==> config.mk <==
export PLATFORM = sky130hd
export DESIGN_NAME = tia_audio_ctrl
export DESIGN_NICKNAME = d
export VERILOG_FILES = /design/src/rtl/tia_audio_pkg.sv /design/src/rtl/tia_audio_ctrl_divider.sv /design/src/rtl/tia_audio_ctrl.sv
export SDC_FILE = /design/constraint.sdc
export NUM_CORES = 1
export LEC_CHECK = 0
export CAP_MARGIN = 30
export CORE_MARGIN = 1
export CORE_UTILIZATION = 30
export DETAILED_ROUTE_END_ITERATION = 7
export PLACE_DENSITY_LB_ADDON = 0.1
export SLEW_MARGIN = 25
export SYNTH_ARGS = -nofsm -noshare
export SYNTH_HDL_FRONTEND = slang
export SYNTH_SLANG_ARGS = --single-unit
==> constraint.sdc <==
create_clock -name clk -period 1.65 [get_ports clk]
set_input_delay 0.33 -clock clk [delete_from_list [all_inputs] [get_ports clk]]
set_output_delay 0.33 -clock clk [all_outputs]
set_load 0.03 [all_outputs]
==> src/rtl/tia_audio_pkg.sv <==
// -----------------------------------------------------------------------------
// tia_audio_pkg
// Shared definitions for the TIA-style audio controller: register address map,
// register field widths, constant-level mode codes and the per-channel register
// bundle type.
// No ports (package).
// -----------------------------------------------------------------------------
package tia_audio_pkg;

  localparam int AUDC_W   = 4;
  localparam int AUDF_W   = 5;
  localparam int AUDV_W   = 4;
  localparam int SAMPLE_W = 4;
  localparam int MIX_W    = 5;

  // Register address map (8-bit values, resized to the bus width at use).
  localparam logic [7:0] ADDR_AUDC0 = 8'h15;
  localparam logic [7:0] ADDR_AUDC1 = 8'h16;
  localparam logic [7:0] ADDR_AUDF0 = 8'h17;
  localparam logic [7:0] ADDR_AUDF1 = 8'h18;
  localparam logic [7:0] ADDR_AUDV0 = 8'h19;
  localparam logic [7:0] ADDR_AUDV1 = 8'h1A;

  // AUDC codes in which the output sits at the volume level permanently.
  localparam logic [AUDC_W-1:0] AUDC_CONST_LO = 4'h0;
  localparam logic [AUDC_W-1:0] AUDC_CONST_HI = 4'hB;

  // Per-channel programmable registers.
  typedef struct packed {
    logic [AUDC_W-1:0] audc;
    logic [AUDF_W-1:0] audf;
    logic [AUDV_W-1:0] audv;
  } chan_regs_t;

  function automatic logic is_const_mode(input logic [AUDC_W-1:0] audc);
    return (audc == AUDC_CONST_LO) || (audc == AUDC_CONST_HI);
  endfunction

endpackage

==> src/rtl/tia_audio_ctrl_divider.sv <==
// -----------------------------------------------------------------------------
// tia_audio_divider
// One audio channel: 5-bit frequency divider clocked by audio_tick plus the
// volume-gated sample register.
// Ports:
//   clk, rst_n     : clock, synchronous active-low reset
//   audio_tick     : audio-rate enable
//   audf           : current (registered) divider reload value
//   audc_nxt       : AUDC value the register will hold after this edge
//   audv_nxt       : AUDV value the register will hold after this edge
//   poly_bit       : bit 0 of this channel's noise/tone shift register
//   shift_en       : one-cycle pulse advancing the noise/tone generator
//   sample         : volume-gated sample
// The *_nxt inputs let a constant-level sample follow a register write in the
// same cycle the register itself becomes visible.
// -----------------------------------------------------------------------------
module tia_audio_divider
  import tia_audio_pkg::*;
(
  input  logic                clk,
  input  logic                rst_n,
  input  logic                audio_tick,
  input  logic [AUDF_W-1:0]   audf,
  input  logic [AUDC_W-1:0]   audc_nxt,
  input  logic [AUDV_W-1:0]   audv_nxt,
  input  logic                poly_bit,
  output logic                shift_en,
  output logic [SAMPLE_W-1:0] sample
);

  logic [AUDF_W-1:0]   cnt_r;
  logic [AUDF_W-1:0]   cnt_nxt_s;
  logic                match_s;
  logic                pulse_r;
  logic                pulse_nxt_s;
  logic [SAMPLE_W-1:0] sample_r;
  logic [SAMPLE_W-1:0] sample_nxt_s;

  // Compare against the AUDF value held before this edge; a count above a
  // newly lowered AUDF simply runs on and wraps 31 -> 0 without a pulse.
  assign match_s = (cnt_r == audf);

  // Divider next state and pulse request.
  always_comb begin
    cnt_nxt_s   = cnt_r;
    pulse_nxt_s = 1'b0;
    if (audio_tick) begin
      if (match_s) begin
        cnt_nxt_s   = {AUDF_W{1'b0}};
        pulse_nxt_s = 1'b1;
      end else begin
        cnt_nxt_s   = cnt_r + 5'd1;
        pulse_nxt_s = 1'b0;
      end
    end else begin
      cnt_nxt_s   = cnt_r;
      pulse_nxt_s = 1'b0;
    end
  end

  // Sample next state: constant-level modes track AUDV every cycle, otherwise
  // the sample is re-gated only while the shift pulse is high.
  always_comb begin
    sample_nxt_s = sample_r;
    if (is_const_mode(audc_nxt)) begin
      sample_nxt_s = audv_nxt;
    end else if (pulse_r) begin
      sample_nxt_s = poly_bit ? audv_nxt : 4'd0;
    end else begin
      sample_nxt_s = sample_r;
    end
  end

  // Divider, pulse and sample registers.
  always_ff @(posedge clk) begin
    if (!rst_n) begin
      cnt_r    <= {AUDF_W{1'b0}};
      pulse_r  <= 1'b0;
      sample_r <= {SAMPLE_W{1'b0}};
    end else begin
      cnt_r    <= cnt_nxt_s;
      pulse_r  <= pulse_nxt_s;
      sample_r <= sample_nxt_s;
    end
  end

  assign shift_en = pulse_r;
  assign sample   = sample_r;

endmodule

==> src/rtl/tia_audio_ctrl.sv <==
// -----------------------------------------------------------------------------
// tia_audio_ctrl
// Two-channel TIA-style audio control block: AUDC/AUDF/AUDV register file,
// per-channel frequency divider and volume gate, optional sample mixer.
// Ports:
//   clk, rst_n        : clock, synchronous active-low reset
//   audio_tick        : audio-rate enable (two per scan line)
//   wr_en/addr/data   : register write port
//   poly_bit[1:0]     : bit 0 of each channel's noise/tone shift register
//   audc0, audc1      : control values for the noise/tone generators
//   shift_en[1:0]     : per-channel generator advance pulse
//   sample0, sample1  : per-channel volume-gated sample
//   mix               : registered sum of the samples
// Build option: define TIA_AUDIO_MIX_EN to include the mix adder; without it
// mix is tied to 0.
// -----------------------------------------------------------------------------
module tia_audio_ctrl
  import tia_audio_pkg::*;
#(
  parameter int ADDR_W = 6
)(
  input  logic                clk,
  input  logic                rst_n,
  input  logic                audio_tick,
  input  logic                wr_en,
  input  logic [ADDR_W-1:0]   wr_addr,
  input  logic [7:0]          wr_data,
  input  logic [1:0]          poly_bit,
  output logic [AUDC_W-1:0]   audc0,
  output logic [AUDC_W-1:0]   audc1,
  output logic [1:0]          shift_en,
  output logic [SAMPLE_W-1:0] sample0,
  output logic [SAMPLE_W-1:0] sample1,
  output logic [MIX_W-1:0]    mix
);

  chan_regs_t regs_r     [2];
  chan_regs_t regs_nxt_s [2];

  // Upper data bits are not used by any register.
  logic unused_wr_data_s;
  assign unused_wr_data_s = ^wr_data[7:5];

  // Register write decode; unknown addresses leave everything unchanged.
  always_comb begin
    regs_nxt_s = regs_r;
    if (wr_en) begin
      case (wr_addr)
        ADDR_W'(ADDR_AUDC0): regs_nxt_s[0].audc = wr_data[AUDC_W-1:0];
        ADDR_W'(ADDR_AUDC1): regs_nxt_s[1].audc = wr_data[AUDC_W-1:0];
        ADDR_W'(ADDR_AUDF0): regs_nxt_s[0].audf = wr_data[AUDF_W-1:0];
        ADDR_W'(ADDR_AUDF1): regs_nxt_s[1].audf = wr_data[AUDF_W-1:0];
        ADDR_W'(ADDR_AUDV0): regs_nxt_s[0].audv = wr_data[AUDV_W-1:0];
        ADDR_W'(ADDR_AUDV1): regs_nxt_s[1].audv = wr_data[AUDV_W-1:0];
        default:             regs_nxt_s = regs_r;
      endcase
    end else begin
      regs_nxt_s = regs_r;
    end
  end

  // Register file.
  always_ff @(posedge clk) begin
    if (!rst_n) begin
      for (int i = 0; i < 2; i++) begin
        regs_r[i] <= '0;
      end
    end else begin
      for (int i = 0; i < 2; i++) begin
        regs_r[i] <= regs_nxt_s[i];
      end
    end
  end

  assign audc0 = regs_r[0].audc;
  assign audc1 = regs_r[1].audc;

  tia_audio_divider u_div0 (
    .clk        (clk),
    .rst_n      (rst_n),
    .audio_tick (audio_tick),
    .audf       (regs_r[0].audf),
    .audc_nxt   (regs_nxt_s[0].audc),
    .audv_nxt   (regs_nxt_s[0].audv),
    .poly_bit   (poly_bit[0]),
    .shift_en   (shift_en[0]),
    .sample     (sample0)
  );

  tia_audio_divider u_div1 (
    .clk        (clk),
    .rst_n      (rst_n),
    .audio_tick (audio_tick),
    .audf       (regs_r[1].audf),
    .audc_nxt   (regs_nxt_s[1].audc),
    .audv_nxt   (regs_nxt_s[1].audv),
    .poly_bit   (poly_bit[1]),
    .shift_en   (shift_en[1]),
    .sample     (sample1)
  );

`ifdef TIA_AUDIO_MIX_EN
  logic [MIX_W-1:0] mix_r;

  // Mixer register: zero-extended sum, cannot overflow (15 + 15 = 30).
  always_ff @(posedge clk) begin
    if (!rst_n) begin
      mix_r <= {MIX_W{1'b0}};
    end else begin
      mix_r <= {1'b0, sample0} + {1'b0, sample1};
    end
  end

  assign mix = mix_r;
`else
  assign mix = 5'd0;
`endif

endmodule

Word level (Yosys, flattened, before mapping). Cells that the tools add are included.

Bits in registers: 46. Bits of input ports: 20. Output and inout bits: 23. Logic and storage cells: 50.

Add/subtract/negate cells: 2. Eq/ne operators: 10. Muxes and demuxes: 17. Reduce and logical (&&, ||, !) cells: 9.

Operator list (count): 4-bit 2-to-1 mux (10); 6-bit by 5-bit equality test with 1-bit output, second input constant (6); 26-bit 2-to-1 mux (1); 5-bit 2-to-1 mux (4); 5-bit by 1-bit adder with 5-bit output, second input constant (2); 5-bit equality test (2); 4-bit equality test, second input constant (2); 4-bit logical NOT (2); 2-bit AND reduction (3); 2-bit nonzero test (2); 1-bit logical OR (2); 1-bit 2-to-1 mux (2).

Longest topological paths before layout.
Depth after elaboration: 6. Depth in mapped cells: 7. Gate-level depth less buffers: 4.

Modules after synthesis. From an unflattened synthesis, not the netlist that was laid out.

Cells, all modules: 232. Area total of the unflattened synthesis: 2342.2 um^2.

By module, submodules not included: tia_audio_ctrl (instances 1, cells an instance 130, area each 1351.3 um^2, sequential area each 520.5 um^2); tia_audio_divider (instances 2, cells an instance 51, area each 495.5 um^2, sequential area each 200.2 um^2).

Worst setup path after synthesis. OpenSTA, ideal clock, no wires.

Kind: input to register. Start point: in wr_addr[0]. End point: reg u_div0.sample_r[0], in the netlist u_div0.sample[0]. Library setup time: 0.117 ns. Data arrival time: 1.437 ns. Required time: 1.533 ns. Path slack: 0.096 ns. Cell stages on the path: 6. Buffers on the path: 2. Cells stage by stage: buf_2 and4b_1 buf_2 nand2_2 a211o_1 a32o_1.

Cells in the longest elaborated chain, start to end: 6. Elaborated cells between the ends (all ways): 12. Those cells by class: 3 x eq/ne; 6 x mux; 3 x reduce/logical.

RTL lines: from (decl) (line tia_audio_ctrl.sv:26) `input logic [ADDR_W-1:0] wr_addr,`; 6-bit by 5-bit equality test with 1-bit output (line tia_audio_ctrl.sv:48) `case (wr_addr)`; 4-bit 2-to-1 mux (line tia_audio_ctrl.sv:48); 26-bit 2-to-1 mux * (line tia_audio_ctrl.sv:47) `if (wr_en) begin`; 4-bit equality test (tied with other cells) (line tia_audio_pkg.sv:36) `return (audc == AUDC_CONST_LO) || (audc == AUDC_CONST_HI);`; 1-bit logical OR / 4-bit 2-to-1 mux (equally long branches) (line tia_audio_pkg.sv:36, tia_audio_ctrl_divider.sv:67); 4-bit 2-to-1 mux / 2-bit nonzero test (equally long branches); to (signal assigned) (line tia_audio_ctrl_divider.sv:79) `sample_r <= {SAMPLE_W{1'b0}};`; to (signal assigned) (line tia_audio_ctrl_divider.sv:83) `sample_r <= sample_nxt_s;`; to (decl) (line tia_audio_ctrl_divider.sv:36) `logic [SAMPLE_W-1:0] sample_r;`.

Mark *: on every way between the ends. The rest lies on a longest branch, timed or not. The select of a mux whose other input is x is not followed. A chain may end at the register's enable or synchronous reset.

Worst setup path after layout.
Start point: in wr_data[2]. End point: reg u_div0.sample_r[0], in the netlist u_div0.sample[0].

Cells in the longest elaborated chain, start to end: 5. Elaborated cells between the ends (all ways): 7. Those cells by class: 1 x eq/ne; 3 x mux; 3 x reduce/logical.

RTL lines: from (decl) (line tia_audio_ctrl.sv:27) `input logic [7:0] wr_data,`; 4-bit 2-to-1 mux * (line tia_audio_ctrl.sv:48); 26-bit 2-to-1 mux * (line tia_audio_ctrl.sv:47); 4-bit equality test / 4-bit logical NOT (equally long branches) (line tia_audio_pkg.sv:36); 1-bit logical OR * (line tia_audio_pkg.sv:36); 4-bit 2-to-1 mux / 2-bit nonzero test (equally long branches).

Mark *: on every way between the ends. The rest lies on a longest branch, timed or not.

==> impl_metrics.toml <==
[outcome]
outcome = "completed"

[synthesis]
ys_seq_area_frac = 0.433
yosysUniqueCellTypes = 42
synth_top_area_cell = "dfxtp_1"
synth_edf_count = 0
yosys_warnings = 0
yosysTopAreaCellShare = 0.433
synthArstFlopShare = 0
avgSynthCellArea_um2 = 9.41
syn_inst = 226
ys_top_cells_by_count = "46 x dfxtp_1, 27 x nor2_1, 16 x mux2i_1"
synthesis.area_um2 = 2130
ys_ff_latch = 46
synth.most_common_cell = "dfxtp_1"
ys.flop_type = "dfxtp_1"
ys_top_cells_by_area = "dfxtp_1 43%, mux2i_1 7.5%, buf_4 5.3%"

[grt]
grt_overflow_total = 0
grt_pass1_vias = 1646
antenna_found_initial = 0
grt_pass1_wl_mm = 7.74
grt_max_degree = 29
grt_usage = 0.134

[floorplan]
initial_core_util = 0.311
dieArea_um2 = 7430
dieHeight_um = 86.2
die_x_um = 86.2
row_count = 30
io_pins = 43
core-area_um2 = 6830

[pwr]
seq_power_share = 0.560
p_int_mw = 1.53
p_switching_mw = 0.499
ir_worst_vdd_uv = 268
netSwitchingFraction = 0.246
p_comb_frac = 0.119
total_leakage_power_nw = 1.30
pwr-share-clk = 0.321
p_per_area_nw_per_um2 = 720

[job]
maxCapViolCount = 0

[worst_setup_path]
cp.arrival_ps = 1760
max_stage_delay_ps = 520
cp-endpoint = "u_div0.sample[0]"
cp-startpoint = "wr_data[2]"
cp_max_fo = 4
slowest_stage = "clkdlybuf4s50_1"
cp-start-kind = "input port"
rrSetupSlack_ps = 230
worstPathCellList = "clkdlybuf4s50_1 > nor4b_2 > o211a_1 > a21oi_1 > a32o_1"
r2r-start = "audc0[0]"
r2r_end = "u_div0.sample[0]"
worstSetupEndpointType = "register"
required_ps = 1840
r2r_cells = 4
critPathKind = "input port to register"

[cells_and_area]
n_fill_cell = 706
antenna_cells = 0
fin_nets = 294
syn2layout_area_growth_pct = 32.5
drive_gt1_frac = 0.162

[detailed_routing]
antenna_left = 0
drt-vias-per-instance = 4.60
vias = 1693
drt-total-wl_mm = 4.57
detail_route.wl_per_cell_um = 12.4
drc_errors = 0
drtPass1Iterations = 4
drt_iter0_markers = 45

[clock_tree]
cts_buffers = 5
clk_pin_slew_ps = 80
clock-sinks = 46
clockBufferDepth = 2
cts_tree = "done"
postCtsHoldBufs = 0
insertion_delay_ps = 290
root_buffer = "clkbuf_8"
cts-htree-levels = 2
postCtsSetupBuffers = 0

[placement]
place_ws_ps = -337
gp_congestion = 0.707
dpl.hpwl_mm = 3.47
portBuffers = 34

[timing]
setup_ws_ps = 70.8
fmax_mhz = 633
finalClockSkew_ps = 3.73
setup_violations = 0
hold-worst-slack_ps = 418
tns_ps = 0
fin_crit_ps = 1580
hold_viol = 0
slew_violations = 0
min_period_over_period = 0.957

[worst_hold_path]
hold_path_class = "input port to register"
## placed cells by master, fill, tap and decap left out, types with 2 or more instances in the layout
master           netlist  final
o41ai_1                2      2
nand3_1               11     11
mux2i_1               16     16
xnor2_1                8      8
buf_4                 15     26
inv_1                  2      2
dfxtp_1               46     46
conb_1                 1      5
clkdlybuf4s50_1        0      8
xor2_1                10     10
buf_12                 0      2
o21ai_0                4      4
dlygate4sd2_1          0     10
clkbuf_1               6      2
o211ai_1               2      2
ha_1                   2      2
o31ai_1                4      4
nand2_1                8      8
and3_1                 2      2
nor2_1                27     27
dlymetal6s2s_1         0     16
nand3b_1               2      2
nor4_1                 2      2
nand4_1                8      8
a32o_1                 8      8
clkbuf_8               0      5
a21oi_1               14     14
## per-layer routing
layer | up-vias | global-route usage | routed length (µm)
met5 | - | 0 | 0
met4 | 0 | 0.0455 | 31
met3 | 2 | 0.0314 | 141
met2 | 31 | 0.215 | 2110
met1 | 782 | 0.177 | 2290
li1 | 878 | - | -
## power groups by stage
| stage | clock network [mW] | logic, mW | registers [mW] |
|---|---|---|---|
| 2_1_floorplan | 0 | 0.132 | 1.16 |
| 3_3_place_gp | 0 | 0.243 | 1.16 |
| 3_5_place_dp | 0 | 0.242 | 1.16 |
| 4_1_cts | 0.673 | 0.241 | 1.14 |
| 5_1_grt | 0.727 | 0.265 | 1.14 |
| 6_report | 0.652 | 0.242 | 1.14 |
## cell families (layout without fill, tap and decap cells)
family | count (synthesis) | in the layout | share of synthesized area
other | 1 | 5 | 0.00176
adders and majority gates | 2 | 2 | 0.0118
and+or+nand+nor | 75 | 75 | 0.198
DFF | 46 | 46 | 0.433
muxes | 16 | 16 | 0.0753
xor gates and xnor gates | 18 | 18 | 0.0741
buffers and inverters | 30 | 72 | 0.0818
AOI/OAI and AO/OA | 38 | 38 | 0.125
## state kept, by name, indices dropped and copies added, names as in the netlist
register and cells:
u_div1.cnt_r 5, audc0 4, u_div0.cnt_r 5, u_div1.shift_en 1
u_div0.shift_en 1, u_div0.sample 4, regs_r 18, audc1 4
u_div1.sample 4
## through the flow
step	util	total power, mW	area (µm²)	std cells
after floorplan	-	1.29	2140	230
after global placement	0.392	1.41	2680	361
after global routing	0.412	2.13	2820	368
final	0.412	2.03	2820	368
after detailed placement	0.392	1.40	2680	361
after CTS	0.401	2.05	2740	368
## worst max-delay path: cells and delay by family
kind / cells / cell delay [ps]
AO/OA/AOI/OAI: 3 / 610
buffers and inverters: 1 / 520
AND/OR/NAND/NOR: 1 / 310
## worst min-delay path by stage
stage	slack (ps)	start	to	cells past startpoint
floorplan	450	regs_r[16]	regs_r[16]	2
global placement	470	audc0[2]	audc0[2]	2
detailed placement	470	regs_r[14]	regs_r[14]	2
CTS	480	audc0[2]	audc0[2]	2
global route	450	wr_data[0]	audc1[0]	3
finish	420	wr_data[0]	audc1[0]	3
## area by class of cell
type	count	area, µm²	area share
clock buffers	7	76.3	0.0271
inverters	3	11.3	0.00400
multi-input cells	154	1090	0.385
flip-flops and latches	46	921	0.327
well taps	96	120	0.0426
repair buffers	62	603	0.214
## timing repair
item,CTS,global route
hold endpoints to repair,0,0
endpoints found under the setup margin,17,29
resized for setup,11,23
pin swaps,0,7
gates cloned,0,0
Note: power is estimated with default switching activity, not from simulation.
